File: src/rtl/uart_pkg.sv
// Shared UART types and baud constants.
// 115200 baud from a 100 MHz clock.
package uart_pkg;

  localparam int UART_DATA_W      = 8;
  localparam int UART_PERIOD      = 868;
  localparam int UART_HALF_PERIOD = 434;

  typedef logic [UART_DATA_W-1:0] uart_byte_t;

endpackage

File: src/rtl/uart_fifo_ram.sv
// Byte array for the TX FIFO.
// Synchronous write port, asynchronous read port.
module uart_fifo_ram
  import uart_pkg::*;
#(
  parameter int AW = 4
) (
  input  logic                   clk,
  input  logic                   we,
  input  logic [AW-1:0]          waddr,
  input  logic [UART_DATA_W-1:0] wdata,
  input  logic [AW-1:0]          raddr,
  output logic [UART_DATA_W-1:0] rdata
);

  uart_byte_t mem [1<<AW];

  always_ff @(posedge clk) begin
    if (we) begin
      mem[waddr] <= wdata;
    end
  end

  assign rdata = mem[raddr];

endmodule

File: src/rtl/uart_tx_fifo.sv
// Byte FIFO feeding the UART transmitter, one pop per ack rising edge.
// Sticky overflow flag built only with UART_TX_FIFO_OVF_EN defined.
module uart_tx_fifo
  import uart_pkg::*;
#(
  parameter int DEPTH_LOG2 = 4
) (
  input  logic                   clk,
  input  logic                   rst_n,
  input  logic [UART_DATA_W-1:0] wr_data,
  input  logic                   wr_en,
  output logic                   full,
  output logic                   empty,
  output logic [DEPTH_LOG2:0]    level,
  output logic                   overflow,
  input  logic                   ovf_clr,
  output logic [UART_DATA_W-1:0] tx_din,
  output logic                   tx_ready,
  input  logic                   tx_ack
);

  localparam int DEPTH = 1 << DEPTH_LOG2;
  localparam logic [DEPTH_LOG2:0] LVL_MAX =
    (DEPTH_LOG2+1)'(DEPTH);

  logic [DEPTH_LOG2-1:0] wp;
  logic [DEPTH_LOG2-1:0] rp;
  logic [DEPTH_LOG2:0]   lvl_q;
  logic                  ack_q;
  logic                  pop;
  logic                  push;
  logic                  drop;

  assign full     = (lvl_q == LVL_MAX);
  assign empty    = (lvl_q == '0);
  assign level    = lvl_q;
  assign tx_ready = !empty;

  // The transmitter has already latched din when ack rises.
  assign pop  = tx_ack && !ack_q && !empty;
  assign push = wr_en && (!full || pop);
  assign drop = wr_en && full && !pop;

  uart_fifo_ram #(
    .AW(DEPTH_LOG2)
  ) u_ram (
    .clk  (clk),
    .we   (push),
    .waddr(wp),
    .wdata(wr_data),
    .raddr(rp),
    .rdata(tx_din)
  );

  always_ff @(posedge clk or negedge rst_n) begin
    if (!rst_n) begin
      wp    <= '0;
      rp    <= '0;
      lvl_q <= '0;
      ack_q <= 1'b0;
    end else begin
      ack_q <= tx_ack;
      if (push) begin
        wp <= wp + 1'b1;
      end
      if (pop) begin
        rp <= rp + 1'b1;
      end
      if (push && !pop) begin
        lvl_q <= lvl_q + 1'b1;
      end else if (pop && !push) begin
        lvl_q <= lvl_q - 1'b1;
      end
    end
  end

`ifdef UART_TX_FIFO_OVF_EN
  logic ovf_q;

  always_ff @(posedge clk or negedge rst_n) begin
    if (!rst_n) begin
      ovf_q <= 1'b0;
    end else if (ovf_clr) begin
      ovf_q <= 1'b0;
    end else if (drop) begin
      ovf_q <= 1'b1;
    end
  end

  assign overflow = ovf_q;
`else
  logic ovf_unused;

  assign ovf_unused = ovf_clr ^ drop;
  assign overflow   = 1'b0;
`endif

endmodule
File: config.mk
export PLATFORM = sky130hd
export DESIGN_NAME = uart_tx_fifo
export DESIGN_NICKNAME = d
export VERILOG_FILES = /design/src/rtl/uart_pkg.sv /design/src/rtl/uart_fifo_ram.sv /design/src/rtl/uart_tx_fifo.sv
export SDC_FILE = /design/constraint.sdc
export NUM_CORES = 1
export LEC_CHECK = 0
export ABC_AREA = 1
export BUFFER_PORTS_ARGS = -buffer_cell sky130_fd_sc_hd__buf_2
export CORE_MARGIN = 5
export CORE_UTILIZATION = 53
export DETAILED_ROUTE_END_ITERATION = 10
export PLACE_DENSITY = 0.73
export SLEW_MARGIN = 20
export SYNTH_ARGS = -nofsm -noshare
export SYNTH_HDL_FRONTEND = slang
export SYNTH_HIERARCHICAL = 1
export SYNTH_SLANG_ARGS = --single-unit
File: constraint.sdc
create_clock -name clk -period 2.09 [get_ports clk]
set_clock_uncertainty 0.1 [all_clocks]
set_input_delay 0.418 -clock clk [delete_from_list [all_inputs] [get_ports clk]]
set_output_delay 0.418 -clock clk [all_outputs]
set_load 0.02 [all_outputs]
==> flow_summary.json <==
{
  "finalMaxSlewViolations": 0,
  "synth_top_area_cell": "edfxtp_1",
  "whs_ns": 0.0370,
  "antenna_found_initial": 0,
  "drive_above_1_share": 0.268,
  "hold_viol_final": 0,
  "drtAntennaViolNets": 0,
  "rows": 40,
  "die_area_mm2": 0.0146,
  "num_io_pins": 30,
  "final_cell_mix": "nand2_1 (191), edfxtp_1 (128), inv_1 (112)",
  "design_area_mm2": 0.00826,
  "cap_violations": 0,
  "syn_inst": 651,
  "setup.worst_path.class": "register to output port",
  "grt_start_max_net_pins": 33,
  "post-route-min-period_ns": 2.32,
  "drt_first_iter_violations": 448,
  "crit_chain": "clkinv_4 -> buf_6 -> buf_12 -> nand2_2 -> nand2_1 -> nand2_1 -> nand3_2 -> nand3_2 -> nand2_2 -> buf_6",
  "grt.overflow.total": 0,
  "h-tree-depth": 4,
  "syn_to_final_growth_pct": 27.3,
  "violations": "setup timing",
  "wirelength_um": 16300,
  "ys_types": 27,
  "rsz0062_at_grt": "yes",
  "clk_pin_slew_ns": 0.06,
  "p_total_mw": 12.1,
  "synth_area_leaders": "edfxtp_1 (59%), nand2_1 (12%), nand3_1 (8.4%), inv_1 (6.6%), dfrtp_1 (5.4%)",
  "wire_per_inst_um": 18.5,
  "via_per_inst": 5.45,
  "drc": 0,
  "place_area_mm2": 0.00696,
  "numCtsBuffers": 17,
  "multi_input_area_mm2": 0.00207,
  "cp_top_family": "simple AND/OR/NAND/NOR gates",
  "cp.required_ns": 1.57,
  "hold_class": "primary input to register",
  "finalNonFillerCells": 881,
  "final-setup-viol-count": 8,
  "grt_pass1_vias": 4793,
  "track_usage": 0.227,
  "dp_hpwl_um": 8950,
  "initial_utilization": 0.540,
  "design.core.area_mm2": 0.0120,
  "syn_avg_cell_area_um2": 9.97,
  "period_share": 1.11,
  "irDropWorstVdd_v": 0.000776,
  "crit_slowest_cell": "dfrtp_2",
  "critPathArrivalTime_ns": 1.80,
  "slowest_delay_ns": 0.44,
  "antenna_cells": 0,
  "syn_nets": 671,
  "timing.fmax_mhz": 431,
  "worstPathMaxFanout": 8,
  "fillCellCount": 839,
  "yosysSeqAreaShare": 0.646,
  "portBuffers": 27,
  "status": "complete, but fails checks",
  "first_pass_iters": 5,
  "power.leakage_nw": 3.67,
  "layout_commonest_cell": "nand2_1",
  "clk-insertion-delay-late_ns": 0.41,
  "synth_top_area_frac": 0.592,
  "cts_tree": "yes",
  "critPathBufInv": 4,
  "synth_seq_cells": 142,
  "yosysWarningCount": 6,
  "die_y_um": 121,
  "crit_path_end_kind": "output port",
  "die_w_um": 121,
  "cp-start-kind": "register",
  "clk_path_buf_depth": 2,
  "gp_congestion": 0.843,
  "synthesis.area_mm2": 0.00649,
  "dp_cells": 833,
  "num_vias": 4805,
  "ff_latch_area_mm2": 0.00420,
  "final_nets": 742,
  "fin_ws_ns": -0.232,
  "power_density_mw_per_mm2": 1470,
  "grt_pass1_wl_um": 24800,
  "cts_sinks": 142,
  "tns_ns": -1.68,
  "cts_root_buf": "clkbuf_16"
}
-- synth_stat cells, drive strengths merged --
cell / n
nand2: 216
edfxtp: 128
inv: 116
nand3: 110
buf: 25
nor2: 22
dfrtp: 14
ha: 6
nand4: 3
xnor2: 3
nand3b: 2
o21ai: 2
a21oi: 1
conb: 1
fa: 1
or2: 1
-- cells by family after synthesis --
kind of cell	Yosys count	synth area share
simple gates	354	0.237
compound gates	3	0.00231
xor+xnor	3	0.00521
flops	142	0.646
buf+inv	141	0.0939
fa+ha+maj	7	0.0147
other cells	1	0.000578
-- cell type report --
cell class	count	share of cell area
Clock inverter	14	0.0212
Sequential cell	142	0.509
Timing Repair Buffer	77	0.0917
Tap cell	147	0.0223
Inverter	116	0.0543
Clock buffer	17	0.0515
Multi-Input combinational cell	368	0.250
-- stage by stage --
stage                util  setup WS (ns)
CTS                 0.664         -0.214
floorplan               -         0.0222
detailed placement  0.579       -0.00118
global route        0.687         -0.311
global placement    0.579         0.0543
finish              0.687         -0.232
-- per-layer routing --
| metal | global-route usage | part of all wire | routed length, µm |
|---|---|---|---|
| met4 | 0.125 | 0.032 | 525 |
| met5 | 0 | 0 | 0 |
| met1 | 0.281 | 0.37 | 6090 |
| met2 | 0.370 | 0.51 | 8260 |
| met3 | 0.0500 | 0.085 | 1390 |
-- what timing repair did --
item | CTS | global route
resized for setup | 63 | 52
setup endpoints to repair | 8 | 10
hold buffers | 1 | 0
pin swaps | 12 | 28
endpoints found under the hold margin | 14 | 0
cloned | 5 | 1
setup buffers | 8 | 5
-- path summary, 6_finish.rpt --
kind                                      startpoint                   end  slack (ns)  cells after the start
min in group asynchronous                      rst_n     wp[1]$_DFFE_PN0P_        0.33                      2
max in group asynchronous                      rst_n  level[2]$_DFFE_PN0P_        1.30                      2
worst min-delay path                          tx_ack       ack_q$_DFF_PN0_        0.04                      1
worst max-delay path               rp[0]$_DFFE_PN0P_             tx_din[3]       -0.23                     10
worst min register to register  level[3]$_DFFE_PN0P_  level[3]$_DFFE_PN0P_        0.44                      2
worst max register to register  level[3]$_DFFE_PN0P_  level[4]$_DFFE_PN0P_        0.10                     13
-- sequential cells by signal, summed over array words and instances (netlist names) --
signal / cells
level: 5
wp: 4
ack_q: 1
rp: 4
u_ram/mem: 128
-- report_power, final --
group          leakage [nW]  switching, mW  internal, mW
sequential             1.32          0.217          3.45
combinational          2.05           3.20          2.19
clock                 0.291           1.10          1.97
No activity file was read; power rests on OpenSTA's default activity.
